--- src/rtl/uart_rx_os16.sv ---
// 16x-oversampling UART receiver with built-in baud tick, majority-vote sampling and false-start rejection.
// Optional even-parity check and PERR output when UART_RX_PARITY_EN is defined.
module uart_rx_os16 #(
    parameter int CLK_DIV   = 326,
    parameter int DATA_BITS = 8
) (
    input  logic                 CLOCK,
    input  logic                 RESET,
    input  logic                 RXD,
    input  logic                 ACK,
    output logic [DATA_BITS-1:0] RX_DATA,
    output logic                 NINTI,
    output logic                 FERR,
    output logic                 OVERRUN
`ifdef UART_RX_PARITY_EN
    ,
    output logic                 PERR
`endif
);

    typedef enum logic [2:0] {
        S_IDLE,
        S_START,
        S_DATA,
        S_PARITY,
        S_STOP
    } state_t;

    state_t                 r_state;
    state_t                 w_next;
    logic [15:0]            r_tick_cnt;
    logic                   r_sync1;
    logic                   r_sync2;
    logic [3:0]             r_sc;
    logic                   r_s7;
    logic                   r_s8;
    logic [2:0]             r_bit_idx;
    logic [DATA_BITS-1:0]   r_shift;
`ifdef UART_RX_PARITY_EN
    logic                   r_par_bit;
`endif

    logic w_rxs;
    logic w_tick;
    logic w_vote;
    logic w_mid;
    logic w_end;
    logic w_start;
    logic w_done;

    assign w_rxs   = r_sync2;
    assign w_tick  = (r_tick_cnt == 16'(CLK_DIV - 1));
    assign w_vote  = (r_s7 & r_s8) | (r_s7 & w_rxs) | (r_s8 & w_rxs);
    assign w_mid   = w_tick && (r_sc == 4'd9);
    assign w_end   = w_tick && (r_sc == 4'd15);
    assign w_start = (r_state == S_IDLE) && !w_rxs;
    assign w_done  = (r_state == S_STOP) && w_mid;

    always_ff @(posedge CLOCK or negedge RESET) begin
        if (!RESET) begin
            r_state <= S_IDLE;
        end else begin
            r_state <= w_next;
        end
    end

    always_comb begin
        w_next = r_state;
        case (r_state)
            S_IDLE:   if (!w_rxs) w_next = S_START;
            S_START: begin
                if (w_mid && w_vote)  w_next = S_IDLE;
                else if (w_end)       w_next = S_DATA;
            end
            S_DATA: begin
                if (w_end && (r_bit_idx == 3'(DATA_BITS - 1))) begin
`ifdef UART_RX_PARITY_EN
                    w_next = S_PARITY;
`else
                    w_next = S_STOP;
`endif
                end
            end
            S_PARITY: if (w_end) w_next = S_STOP;
            // Completing on the stop-bit vote lets the next start edge be caught early.
            S_STOP:   if (w_mid) w_next = S_IDLE;
            default:  w_next = S_IDLE;
        endcase
    end

    always_ff @(posedge CLOCK or negedge RESET) begin
        if (!RESET) begin
            r_sync1    <= 1'b1;
            r_sync2    <= 1'b1;
            r_tick_cnt <= '0;
            r_sc       <= '0;
            r_s7       <= 1'b1;
            r_s8       <= 1'b1;
            r_bit_idx  <= '0;
            r_shift    <= '0;
        end else begin
            r_sync1 <= RXD;
            r_sync2 <= r_sync1;
            // Restarting the tick grid on the start edge centres the sc=7..9 samples in each bit.
            if (w_start || w_tick) r_tick_cnt <= '0;
            else                   r_tick_cnt <= r_tick_cnt + 16'd1;
            if (w_start)                            r_sc <= '0;
            else if (r_state != S_IDLE && w_tick)   r_sc <= r_sc + 4'd1;
            if (w_tick && r_sc == 4'd7) r_s7 <= w_rxs;
            if (w_tick && r_sc == 4'd8) r_s8 <= w_rxs;
            if (r_state == S_START)                 r_bit_idx <= '0;
            else if (r_state == S_DATA && w_end)    r_bit_idx <= r_bit_idx + 3'd1;
            if (r_state == S_DATA && w_mid)         r_shift <= {w_vote, r_shift[DATA_BITS-1:1]};
        end
    end

`ifdef UART_RX_PARITY_EN
    always_ff @(posedge CLOCK or negedge RESET) begin
        if (!RESET) begin
            r_par_bit <= 1'b0;
            PERR      <= 1'b0;
        end else begin
            if (r_state == S_PARITY && w_mid) r_par_bit <= w_vote;
            if (w_done)                       PERR <= (^r_shift) ^ r_par_bit;
        end
    end
`endif

    always_ff @(posedge CLOCK or negedge RESET) begin
        if (!RESET) begin
            RX_DATA <= '0;
            NINTI   <= 1'b1;
            FERR    <= 1'b0;
            OVERRUN <= 1'b0;
        end else if (w_done) begin
            RX_DATA <= r_shift;
            NINTI   <= 1'b0;
            FERR    <= ~w_vote;
            if (ACK)         OVERRUN <= 1'b0;
            else if (!NINTI) OVERRUN <= 1'b1;
        end else if (ACK && !NINTI) begin
            NINTI   <= 1'b1;
            OVERRUN <= 1'b0;
        end
    end

endmodule
--- config.mk ---
export PLATFORM = sky130hd
export DESIGN_NAME = uart_rx_os16
export DESIGN_NICKNAME = d
export VERILOG_FILES = /design/src/rtl/uart_rx_os16.sv
export SDC_FILE = /design/constraint.sdc
export NUM_CORES = 1
export LEC_CHECK = 0
export ABC_AREA = 1
export CORE_ASPECT_RATIO = 2
export CORE_MARGIN = 2
export CORE_UTILIZATION = 57
export CTS_BUF_LIST = sky130_fd_sc_hd__clkbuf_16
export DETAILED_ROUTE_END_ITERATION = 8
export PLACE_DENSITY = 0.77
export RECOVER_POWER = 25
export SYNTH_ARGS = -nofsm -noshare
export SYNTH_HDL_FRONTEND = slang
export SYNTH_SLANG_ARGS = --single-unit
--- constraint.sdc ---
create_clock -name CLOCK -period 1.99 [get_ports CLOCK]
set_input_delay 0.398 -clock CLOCK [delete_from_list [all_inputs] [get_ports CLOCK]]
set_output_delay 0.398 -clock CLOCK [all_outputs]
set_load 0.01 [all_outputs]
==> results.json <==
{
  "outcome": "finished, final reports clean",
  "clk_pin_slew_ns": 0.07,
  "synth_compound_area_frac": 0.101,
  "ys_seq_elements": 49,
  "arrival_ns": 2.02,
  "grt_setup_unrepaired": "no",
  "rows": 34,
  "clock_path_buffers": 2,
  "syn_nets": 307,
  "grt_pass1_wl_mm": 8.71,
  "clk_latency_ns": 0.29,
  "avgSynthCellArea_um2": 8.38,
  "final_common_cell": "nand2_1",
  "via_per_inst": 5.37,
  "drt_iter0_drc": 54,
  "remaining_drc_errors": 0,
  "n_antenna_cell": 0,
  "areaGrowthSynthToFinish_pct": 13.6,
  "p_seq_frac": 0.535,
  "core_um2": 4250,
  "synth-xor-area-share": 0.0141,
  "period_minus_slack_ns": 1.85,
  "yosys_warnings": 0,
  "worstPathRequired_ns": 2.15,
  "cts-root-buf": "clkbuf_16",
  "power_density_nw_per_um2": 664,
  "maxCapViolCount": 0,
  "cts.sinks": 49,
  "power_frac_clock": 0.450,
  "crit_path_start_kind": "register",
  "cts-resized-gates": 0,
  "synth_area_um2": 2480,
  "crit_type": "register to register",
  "synth_cells": 296,
  "ys_types": 31,
  "final_hold_viol_count": 0,
  "gp_congestion": 0.847,
  "switching_share": 0.212,
  "cts_tree": "yes",
  "io_pins": 15,
  "setup_tns_ns": 0,
  "yosys.area_share.simple": 0.271,
  "die-area_um2": 4930,
  "setup_viol": 0,
  "internal_power_w": 0.00147,
  "switchingPower_w": 0.000397,
  "cts_hold_buffers": 0,
  "cp_max_fo": 15,
  "initial_core_util": 0.583,
  "grt_max_degree": 20,
  "drt_first_pass_iters": 5,
  "antenna_found_initial": 0,
  "reg2reg_slack_ns": 0.14,
  "die_y_um": 97.3,
  "wl_per_cell_um": 13.4,
  "p_comb_frac": 0.015,
  "grt_pass1_vias": 2004,
  "grtUsageTotal": 0.231,
  "synth_fa_ha_area_frac": 0.0353,
  "synthMuxAreaShare": 0,
  "cts_setup_buffers": 0,
  "yosysSeqAreaShare": 0.497,
  "post-route-util": 0.662,
  "fp.dieW_um": 50.6,
  "ant_nets": 0,
  "vias": 1993,
  "min_path_type": "input port to asynchronous set/reset pin",
  "cp-end-kind": "register",
  "worst_slew_pin_slew_ns": 1.02,
  "period_share": 0.932,
  "dp_hpwl_mm": 3.57,
  "port_buffers": 14,
  "drive_above_1_share": 0.132,
  "max_slew_margin": 0.319,
  "drv_slew": 0,
  "grt.overflow.total": 0,
  "fmax_mhz": 539,
  "ir_drop_v": 0.000775,
  "finClkSkew_ns": 0.00915,
  "cts_made_buffers": 5,
  "p_leak_nw": 1.25,
  "wirelength_mm": 4.97,
  "layout.cells.most_common_list": "nand2_1 (62), dfrtp_1 (44), inv_1 (42)",
  "final_nets": 327,
  "htree_levels": 2,
  "synth_top_family_by_area": "simple AND/OR/NAND/NOR gates"
}
-- cell usage after synthesis (all sizes together) --
master / count / share of area
o21ai: 28 / 0.066
inv: 44 / 0.067
buf: 4 / 0.013
clkbuf: 1 / 0.0020
or2: 1 / 0.0025
nand2: 66 / 0.10
o21a: 2 / 0.0061
nand4: 8 / 0.020
ha: 7 / 0.035
xor2: 3 / 0.011
dfstp: 5 / 0.053
dfrtp: 44 / 0.44
a21oi: 10 / 0.022
nor2: 34 / 0.060
nor4: 2 / 0.0050
xnor2: 1 / 0.0035
nand3b: 1 / 0.0030
o22ai: 2 / 0.0050
nand3: 19 / 0.044
nor3: 13 / 0.032
a31oi: 1 / 0.0025
-- cells by family (layout without fill, tap and decap cells) --
family | after synthesis | count (layout)
and+or+nand+nor | 144 | 144
DFF | 49 | 49
buffers and inverters | 49 | 70
AOI/OAI and AO/OA | 43 | 43
adders and majority gates | 7 | 7
xor gates and xnor gates | 4 | 4
-- power by group through the flow --
stage | Sequential [W] | Clock [W] | Combinational, W
2_1_floorplan | 0.00102 | 0 | 0.00000149
3_3_place_gp | 0.00102 | 0 | 0.0000324
3_5_place_dp | 0.00102 | 0 | 0.0000330
4_1_cts | 0.00100 | 0.000857 | 0.0000335
5_1_grt | 0.00100 | 0.000896 | 0.0000334
6_report | 0.00100 | 0.000842 | 0.0000273
-- sequential cells by signal (all words and copies together), names as in the netlist, 3 cells and up --
register	count
r_tick_cnt	16
RX_DATA	8
r_shift	8
r_sc	4
r_bit_idx	3
r_state	3
-- routing by layer --
layer  part of all wire  wire (µm)  track usage  vias to the layer above
li1                   -          -            -                      989
met4              0.031        152        0.106                        0
met1               0.43       2150        0.284                      943
met5                  0          0            0                        -
met2               0.51       2540        0.387                       44
met3              0.026        129       0.0369                       17
-- area by class of cell --
type / count / area, µm²
fill: 372 / 1440
sequential: 49 / 1230
multi-input combinational: 198 / 1040
inverter: 44 / 165
timing repair buffer: 18 / 160
clock buffer: 5 / 125
tap: 54 / 67.6
clock inverter: 3 / 21.3
-- worst paths after layout --
path                                from             to  cells after the start
min in group CLOCK               r_sync1        r_sync2                      0
hold reg to reg                  r_sync1        r_sync2                      0
hold / removal                     RESET  r_tick_cnt[9]                      1
setup reg to reg           r_tick_cnt[1]           FERR                     12
max in group asynchronous          RESET     RX_DATA[4]                      2
setup / recovery           r_tick_cnt[1]           FERR                     12
-- worst max-delay path, stage by stage (launching register included) --
cell and delay (ns):
dfrtp_1 0.41, inv_1 0.07, ha_1 0.17, inv_1 0.05, nor2_1 0.08, nand2_1 0.09, nor2_4 0.11, nand2_2 0.11
inv_2 0.10, nand3_2 0.15, buf_4 0.24, nand2_1 0.07, o21ai_1 0.08
-- per-stage QoR --
stage | hold WS (ns) | worst slack (ns) | instances | cell area (µm²) | total power (W)
global route | 0.266 | 0.00247 | 371 | 2820 | 0.00193
global placement | 0.329 | 0.230 | 363 | 2690 | 0.00105
CTS | 0.0291 | 0.130 | 371 | 2830 | 0.00189
floorplan | 0.102 | 0.456 | 296 | 2480 | 0.00102
detailed placement | 0.336 | 0.172 | 363 | 2690 | 0.00105
finish | 0.172 | 0.136 | 371 | 2820 | 0.00187
Note: power is estimated with default switching activity, not from simulation.
